**src/rtl/clk_div_prog_if.sv**
```systemverilog
`default_nettype none
// +------------------------------------------------------------------+
// | clk_div_prog_if : control/status bundle of the programmable      |
// |                   clock divider. Revision 1.0                    |
// +------------------------------------------------------------------+
interface clk_div_prog_if #(
  parameter int WIDTH = 8
);
  logic             en;
  logic             load;
  logic [WIDTH-1:0] div_val;
  logic             out_clk;
  logic             tick;
  logic             upd_pend;
  logic [WIDTH-1:0] div_cur;

  modport master (
    output en, load, div_val,
    input  out_clk, tick, upd_pend, div_cur
  );

  modport slave (
    input  en, load, div_val,
    output out_clk, tick, upd_pend, div_cur
  );
endinterface
`default_nettype wire

```
**src/rtl/clk_div_prog.sv**
```systemverilog
`default_nettype none
// +------------------------------------------------------------------+
// | clk_div_prog : programmable integer clock divider (2..2^WIDTH-1) |
// |   with boundary-aligned ratio updates. CLKDIV_ODD_DUTY50_EN adds |
// |   a falling-edge flop for exact 50% duty on odd ratios. Rev 1.0  |
// +------------------------------------------------------------------+
module clk_div_prog #(
  parameter int WIDTH       = 8,
  parameter int DEFAULT_DIV = 4
) (
  input  wire logic      clk,
  input  wire logic      rst,
  clk_div_prog_if.slave  div_if
);

  localparam logic [WIDTH-1:0] c_def_div = WIDTH'(DEFAULT_DIV);
  localparam logic [WIDTH-1:0] c_one     = WIDTH'(1);
  localparam logic [WIDTH-1:0] c_two     = WIDTH'(2);

  logic [WIDTH-1:0] cnt_q, cnt_d;
  logic [WIDTH-1:0] div_cur_q, div_cur_d;
  logic [WIDTH-1:0] div_pend_q, div_pend_d;
  logic             upd_pend_q, upd_pend_d;
  logic             out_q, out_d;
  logic             tick_q, tick_d;

  logic [WIDTH-1:0] w_last;
  logic [WIDTH-1:0] w_half;
  logic             w_wrap;
  logic [WIDTH-1:0] w_cnt_next;
  logic [WIDTH-1:0] w_div_clamped;

  assign w_last        = div_cur_q - c_one;
  assign w_half        = div_cur_q >> 1;
  assign w_wrap        = (cnt_q == w_last);
  assign w_cnt_next    = w_wrap ? '0 : (cnt_q + c_one);
  assign w_div_clamped = (div_if.div_val < c_two) ? c_two : div_if.div_val;

  always_comb begin
    cnt_d      = cnt_q;
    out_d      = out_q;
    tick_d     = 1'b0;
    div_cur_d  = div_cur_q;
    div_pend_d = div_pend_q;
    upd_pend_d = upd_pend_q;

    if (div_if.en) begin
      cnt_d  = w_cnt_next;
      out_d  = (w_cnt_next >= (div_cur_q - w_half));
      tick_d = (w_cnt_next == '0);
      // A load landing on the wrap edge replaces the pending ratio, so the
      // swap waits for the next wrap rather than using the stale value.
      if (w_wrap && upd_pend_q && !div_if.load) begin
        div_cur_d  = div_pend_q;
        upd_pend_d = 1'b0;
      end
    end

    if (div_if.load) begin
      div_pend_d = w_div_clamped;
      upd_pend_d = 1'b1;
    end
  end

  always_ff @(posedge clk) begin
    if (rst) begin
      cnt_q      <= '0;
      div_cur_q  <= c_def_div;
      div_pend_q <= c_def_div;
      upd_pend_q <= 1'b0;
      out_q      <= 1'b0;
      tick_q     <= 1'b0;
    end else begin
      cnt_q      <= cnt_d;
      div_cur_q  <= div_cur_d;
      div_pend_q <= div_pend_d;
      upd_pend_q <= upd_pend_d;
      out_q      <= out_d;
      tick_q     <= tick_d;
    end
  end

`ifdef CLKDIV_ODD_DUTY50_EN
  logic out_n_q;

  // Half-cycle delayed copy stretches the high phase by 0.5 cycle on odd ratios.
  always_ff @(negedge clk) begin
    if (rst) begin
      out_n_q <= 1'b0;
    end else begin
      out_n_q <= out_q;
    end
  end

  assign div_if.out_clk = div_cur_q[0] ? (out_q | out_n_q) : out_q;
`else
  assign div_if.out_clk = out_q;
`endif

  assign div_if.tick     = tick_q;
  assign div_if.upd_pend = upd_pend_q;
  assign div_if.div_cur  = div_cur_q;

endmodule
`default_nettype wire

```
**src/flat_wrapper.sv**
```systemverilog
// flat-port wrapper written by rule: the top's interface ports become plain ports
module clk_div_prog_flat 
#(
  parameter int WIDTH       = 8,
  parameter int DEFAULT_DIV = 4
)
  (clk, rst, div_if_en, div_if_load, div_if_div_val, div_if_out_clk, div_if_tick, div_if_upd_pend, div_if_div_cur);
  clk_div_prog_if #(.WIDTH(WIDTH)) div_if_i ();
  input  wire logic clk;
  input  wire logic rst;
  input wire logic [$bits(div_if_i.en)-1:0] div_if_en;
  input wire logic [$bits(div_if_i.load)-1:0] div_if_load;
  input wire logic [$bits(div_if_i.div_val)-1:0] div_if_div_val;
  output wire logic [$bits(div_if_i.out_clk)-1:0] div_if_out_clk;
  output wire logic [$bits(div_if_i.tick)-1:0] div_if_tick;
  output wire logic [$bits(div_if_i.upd_pend)-1:0] div_if_upd_pend;
  output wire logic [$bits(div_if_i.div_cur)-1:0] div_if_div_cur;
  assign div_if_i.en = div_if_en;
  assign div_if_i.load = div_if_load;
  assign div_if_i.div_val = div_if_div_val;
  assign div_if_out_clk = div_if_i.out_clk;
  assign div_if_tick = div_if_i.tick;
  assign div_if_upd_pend = div_if_i.upd_pend;
  assign div_if_div_cur = div_if_i.div_cur;
  clk_div_prog #(.WIDTH(WIDTH), .DEFAULT_DIV(DEFAULT_DIV)) u_core (.clk(clk), .rst(rst), .div_if(div_if_i));
endmodule
```
**config.mk**
```make
export PLATFORM = sky130hd
export DESIGN_NAME = clk_div_prog_flat
export DESIGN_NICKNAME = d
export VERILOG_FILES = /design/src/rtl/clk_div_prog_if.sv /design/src/rtl/clk_div_prog.sv /design/src/flat_wrapper.sv
export SDC_FILE = /design/constraint.sdc
export NUM_CORES = 1
export LEC_CHECK = 0
export CAP_MARGIN = 20
export CORE_ASPECT_RATIO = 0.75
export CORE_MARGIN = 2
export CORE_UTILIZATION = 56
export CTS_CLUSTER_SIZE = 30
export DETAILED_ROUTE_END_ITERATION = 12
export PLACE_DENSITY = 0.8
export RECOVER_POWER = 25
export SETUP_SLACK_MARGIN = 0.02
export SLEW_MARGIN = 20
export SYNTH_ARGS = -nofsm -noshare
export SYNTH_HDL_FRONTEND = slang
export SYNTH_SLANG_ARGS = --single-unit
export TNS_END_PERCENT = 30
```
**constraint.sdc**
```tcl
create_clock -name clk -period 3.9 [get_ports clk]
set_clock_uncertainty 0.15 [all_clocks]
set_input_delay 1.17 -clock clk [delete_from_list [all_inputs] [get_ports clk]]
set_output_delay 1.17 -clock clk [all_outputs]
set_load 0.05 [all_outputs]
```
Yosys cells after proc, flatten, opt, wreduce, memory -nomap -nowiden

Index checks and enable logic that the tools add are counted.

Logic and storage cells: 27
Bits of input ports: 12
Bits in registers: 27

Reductions and logical operators: 9
Eq/ne operators: 1
Order comparisons: 2
Add/subtract/negate cells: 3
Bitwise operators: 1
Muxes and demuxes: 5

Operator list:

| cell                                                                          | number |
|---|---|
| 8-bit 2-to-1 mux                                                              | 2 |
| 8-bit by 1-bit adder with 8-bit output (second input constant)                | 1 |
| 8-bit equality test                                                           | 1 |
| 8-bit greater-or-equal comparator                                             | 1 |
| 8-bit logical NOT                                                             | 1 |
| 8-bit by 2-bit less-than comparator with 1-bit output (second input constant) | 1 |
| 8-bit by 1-bit subtractor with 8-bit output (second input constant)           | 1 |
| 8-bit by 7-bit subtractor with 8-bit output                                   | 1 |
| 2-bit AND reduction                                                           | 2 |
| 2-bit nonzero test                                                            | 2 |
| 1-bit 2-to-1 mux                                                              | 3 |
| 1-bit logical AND                                                             | 2 |
| 2-bit OR reduction                                                            | 1 |
| 1-bit logical NOT                                                             | 1 |
| 1-bit NOT                                                                     | 1 |

Longest topological paths before layout

Word-level depth: 7
Gate-level depth with buffers: 16

Worst setup path before layout

Ideal clock, no wire load.

Path type: reg-to-reg
Start: register u_core.div_cur_q[2] (netlist: u_core.div_if.div_cur[2])
End: register u_core.out_q (netlist: u_core.div_if.out_clk)
Data required time: 3630 ps
Arrival time: 3244 ps
Cell stages (with the launch flop): 17
Buffers on the path: 2
Period minus slack after synthesis: 3514 ps
Path slack: 386 ps
Setup time: 120 ps
Cell sequence: dfxtp_1 -> inv_1 -> ha_1 -> nand3b_1 -> a21boi_0 -> xnor2_1 -> and4_1 -> buf_6 -> buf_2 -> or2_2 -> ha_1 -> nand2b_1 -> a21oi_1 -> nor2b_1 -> o21ai_0 -> a21oi_1 -> o31a_1

Cells in the longest elaborated chain, start to end: 4
Elaborated cells on any way between the ends: 5
Classes of those cells: add/sub (2); order compare (1); eq/ne (1); mux (1)

Ends and longest elaborated chain:

| item                                        | line               | source |
|---|---|---|
| start: declaration                          | clk_div_prog.sv:21 | `logic [WIDTH-1:0] div_cur_q, div_cur_d;` |
| start signal: assignment                    | clk_div_prog.sv:68 | `div_cur_q <= c_def_div;` |
| start signal: assignment                    | clk_div_prog.sv:75 | `div_cur_q <= div_cur_d;` |
| 8-bit by 1-bit subtractor with 8-bit output | clk_div_prog.sv:33 | `assign w_last = div_cur_q - c_one;` |
| 8-bit equality test                         | clk_div_prog.sv:35 | `assign w_wrap = (cnt_q == w_last);` |
| 8-bit 2-to-1 mux                            | clk_div_prog.sv:36 | `assign w_cnt_next = w_wrap ? '0 : (cnt_q + c_one);` |
| 8-bit greater-or-equal comparator *         | clk_div_prog.sv:49 | `out_d = (w_cnt_next >= (div_cur_q - w_half));` |
| end signal: assignment                      | clk_div_prog.sv:78 | `out_q <= out_d;` |
| end: declaration                            | clk_div_prog.sv:24 | `logic out_q, out_d;` |

Mark *: on every way between the ends. The rest lies on a longest branch, timed or not.
A chain may end at the register's enable or synchronous reset.

Worst setup path in the final report

Same ends and word-level chain as after synthesis.

==> results.sh <==
export IMPL_status="completed"
export IMPL_synth_area_leaders="dfxtp_1, ha_1, nand2b_1"
export IMPL_p_leak_nw=0.981
export IMPL_final_cells=285
export IMPL_dr_first_iter_drc_count=46
export IMPL_r2r_start="u_core.div_if.div_cur[2]$_SDFFE_PP1P_"
export IMPL_die_w_um=73.2
export IMPL_fin_crit_sh=0.825
export IMPL_synth_seq_cells=27
export IMPL_htree_levels=1
export IMPL_firstDrtPassIters=4
export IMPL_worst_pin_slew_ns=0.587
export IMPL_power_density_nw_per_um2=234
export IMPL_syn_area_um2=2010
export IMPL_cts_sinks=27
export IMPL_antenna_found_initial=0
export IMPL_holdBufCountCts=0
export IMPL_numCtsBuffers=3
export IMPL_hold_start="u_core.div_pend_q[6]$_SDFFE_PP0P_"
export IMPL_r2r_cells=14
export IMPL_port_buffers=22
export IMPL_synthArstFlopShare=0
export IMPL_final_max_slew_violation_count=0
export IMPL_pin_count=23
export IMPL_clk_pin_slew_ns=0.10
export IMPL_row_count=18
export IMPL_pre_cts_slack_ns=0.687
export IMPL_place_inst=281
export IMPL_drc=0
export IMPL_cts_max_path_buffers=2
export IMPL_die_area_um2=4090
export IMPL_maxSlewHeadroom=0.607
export IMPL_nFillCells=276
export IMPL_grt_overflow_total=0
export IMPL_ys_warn_count=0
export IMPL_avgSynthCellArea_um2=8.81
export IMPL_peakVddDrop_mv=0.179
export IMPL_setup_violations_final=0
export IMPL_fin_crit_ns=3.22
export IMPL_startpoint_type="flip-flop"
export IMPL_critPathMaxStageDelay_ns=0.46
export IMPL_synth_ff_type="dfxtp_1"
export IMPL_routed_via_density=5.33
export IMPL_wl_per_cell_um=13.3
export IMPL_cts_resized=0
export IMPL_worstPathRequired_ns=3.98
export IMPL_critPathSlowestCell="dfxtp_1"
export IMPL_layout_setup_ws_ns=0.682
export IMPL_start_util=0.599
export IMPL_clk_latency_ns=0.28
export IMPL_cts_root_buf="clkbuf_8"
export IMPL_yosysTopAreaCellShare=0.269
export IMPL_whs_ns=0.320
export IMPL_fin_util=0.679
export IMPL_grt_pass1_wl_um=6690
export IMPL_synth_cells=228
export IMPL_drt_total_wl_um=3780
export IMPL_ant_nets=0
export IMPL_num_antenna_cells=0
export IMPL_yosysTopAreaCell="dfxtp_1"
export IMPL_die_height_um=55.9
export IMPL_cts_setup_buffers=0
export IMPL_yosysSeqAreaShare=0.269
export IMPL_crit_start="u_core.div_if.div_cur[2]$_SDFFE_PP1P_"
export IMPL_final_nets=283
export IMPL_fin_setup_tns_ns=0
export IMPL_syn2layout_area_growth_pct=13.3
export IMPL_min_path_type="reg -> reg"
export IMPL_critical_path_class="reg -> reg"
export IMPL_finalHoldViolCount=0
export IMPL_synth_nets=265
export IMPL_endpoint_kind="flip-flop"
export IMPL_cts_tree="done"
export IMPL_place_gp_congestion=0.787
export IMPL_rsz0062_at_grt="false"
export IMPL_vias=1519
export IMPL_maxCapViolations=0
export IMPL_clock_fmax_mhz=311
export IMPL_cp_max_fo=5
export IMPL_hpwl_um=2910
export IMPL_grt_pass1_vias=1490
export IMPL_grt_use_total=0.205
export IMPL_coreArea_um2=3360
export IMPL_grt_max_degree=35
export IMPL_drive_gt1_frac=0.0449
export IMPL_hold_depth=2
export IMPL_crit_chain="inv_1, ha_1, o21ba_2, o21ai_0, a221oi_1, o21bai_1, a21oi_1, xnor2_1, ha_1, nor2_1, nand2_1, nor2_1, a2111oi_0, o31a_1"
export IMPL_synth_edf_count=0
export IMPL_worst_endpoint_arrival_ns=3.30
export IMPL_synth_distinct_cells=42
-- cell families after synthesis --
family          Yosys count  synth area share
simple gates             81             0.222
compound gates           30             0.105
flops                    27             0.269
buf+inv                  26            0.0616
fa+ha+maj                25             0.159
xor+xnor                 24             0.108
mux                      15            0.0753
-- worst max-delay path: cells and delay by family, from the launching register on --
family | cells | cell delay (ns)
compound gates | 7 | 1.62
fa+ha+maj | 2 | 0.48
flops | 1 | 0.46
buf+inv | 1 | 0.15
xor+xnor | 1 | 0.14
simple gates | 3 | 0.17
-- registers in the layout (all words and copies together) (netlist names) --
register and flops:
u_core.div_if.out_clk 1, u_core.div_if.upd_pend 1, u_core.div_if.div_cur 8, u_core.div_if.tick 1, u_core.cnt_q 8, u_core.div_pend_q 8
-- metal layers --
layer	vias up	global-route usage	part of all wire
li1	805	-	-
met1	690	0.294	0.52
met2	20	0.327	0.45
met3	4	0.0326	0.025
met4	0	0.0317	0.0071
met5	-	0	0
-- per-stage QoR --
step	power, mW	area, µm²
final	0.532	2280
after detailed placement	0.368	2230
after CTS	0.538	2280
after floorplan	0.343	2010
after global routing	0.557	2280
after global placement	0.367	2230
-- cells in the final DEF, fill, tap and decap left out, types with 2 or more instances in the layout --
cell,count
a2111oi_0,3
a21boi_0,2
a21oi_1,8
and3_1,2
and4_1,2
buf_4,2
clkbuf_8,3
clkdlybuf4s50_1,20
dfxtp_1,27
dlygate4sd3_1,2
ha_1,24
inv_1,15
mux2i_1,14
nand2_1,6
nand2b_1,24
nand3_1,3
nand3b_1,2
nor2_1,29
nor2b_1,4
o21ai_0,4
o22ai_1,2
o32ai_1,4
xnor2_1,12
xor2_1,11
-- power breakdown --
group | switching [mW] | leakage, nW | internal [mW]
Sequential | 0.00767 | 0.220 | 0.284
Combinational | 0.0340 | 0.735 | 0.0348
Clock | 0.0964 | 0.0261 | 0.0752
-- cells in the mapped netlist, types with 2 or more instances --
cell / instances
nor2_1: 29
dfxtp_1: 27
ha_1: 24
nand2b_1: 24
inv_1: 15
mux2i_1: 14
xnor2_1: 12
xor2_1: 11
a21oi_1: 8
nand2_1: 6
clkbuf_1: 5
nor2b_1: 4
o21ai_0: 4
o32ai_1: 4
a2111oi_0: 3
buf_2: 3
buf_6: 3
nand3_1: 3
a21boi_0: 2
and3_1: 2
and4_1: 2
nand3b_1: 2
o22ai_1: 2
-- final timing paths --
path                                                 to  slack [ns]
setup reg to reg     u_core.div_if.out_clk$_SDFFE_PP0P_        0.68
hold reg to reg   u_core.div_if.div_cur[6]$_SDFFE_PP0P_        0.32
setup / recovery     u_core.div_if.out_clk$_SDFFE_PP0P_        0.68
hold / removal    u_core.div_if.div_cur[6]$_SDFFE_PP0P_        0.32
-- final cells by class --
type	instances	area [µm²]	area share
timing repair buffer	24	235	0.103
tap	40	50.0	0.0220
inverter	15	56.3	0.0247
sequential	27	541	0.237
clock buffer	3	41.3	0.0181
clock inverter	1	8.76	0.00385
multi-input combinational	175	1350	0.591
Note: power is estimated with default switching activity, not from simulation.
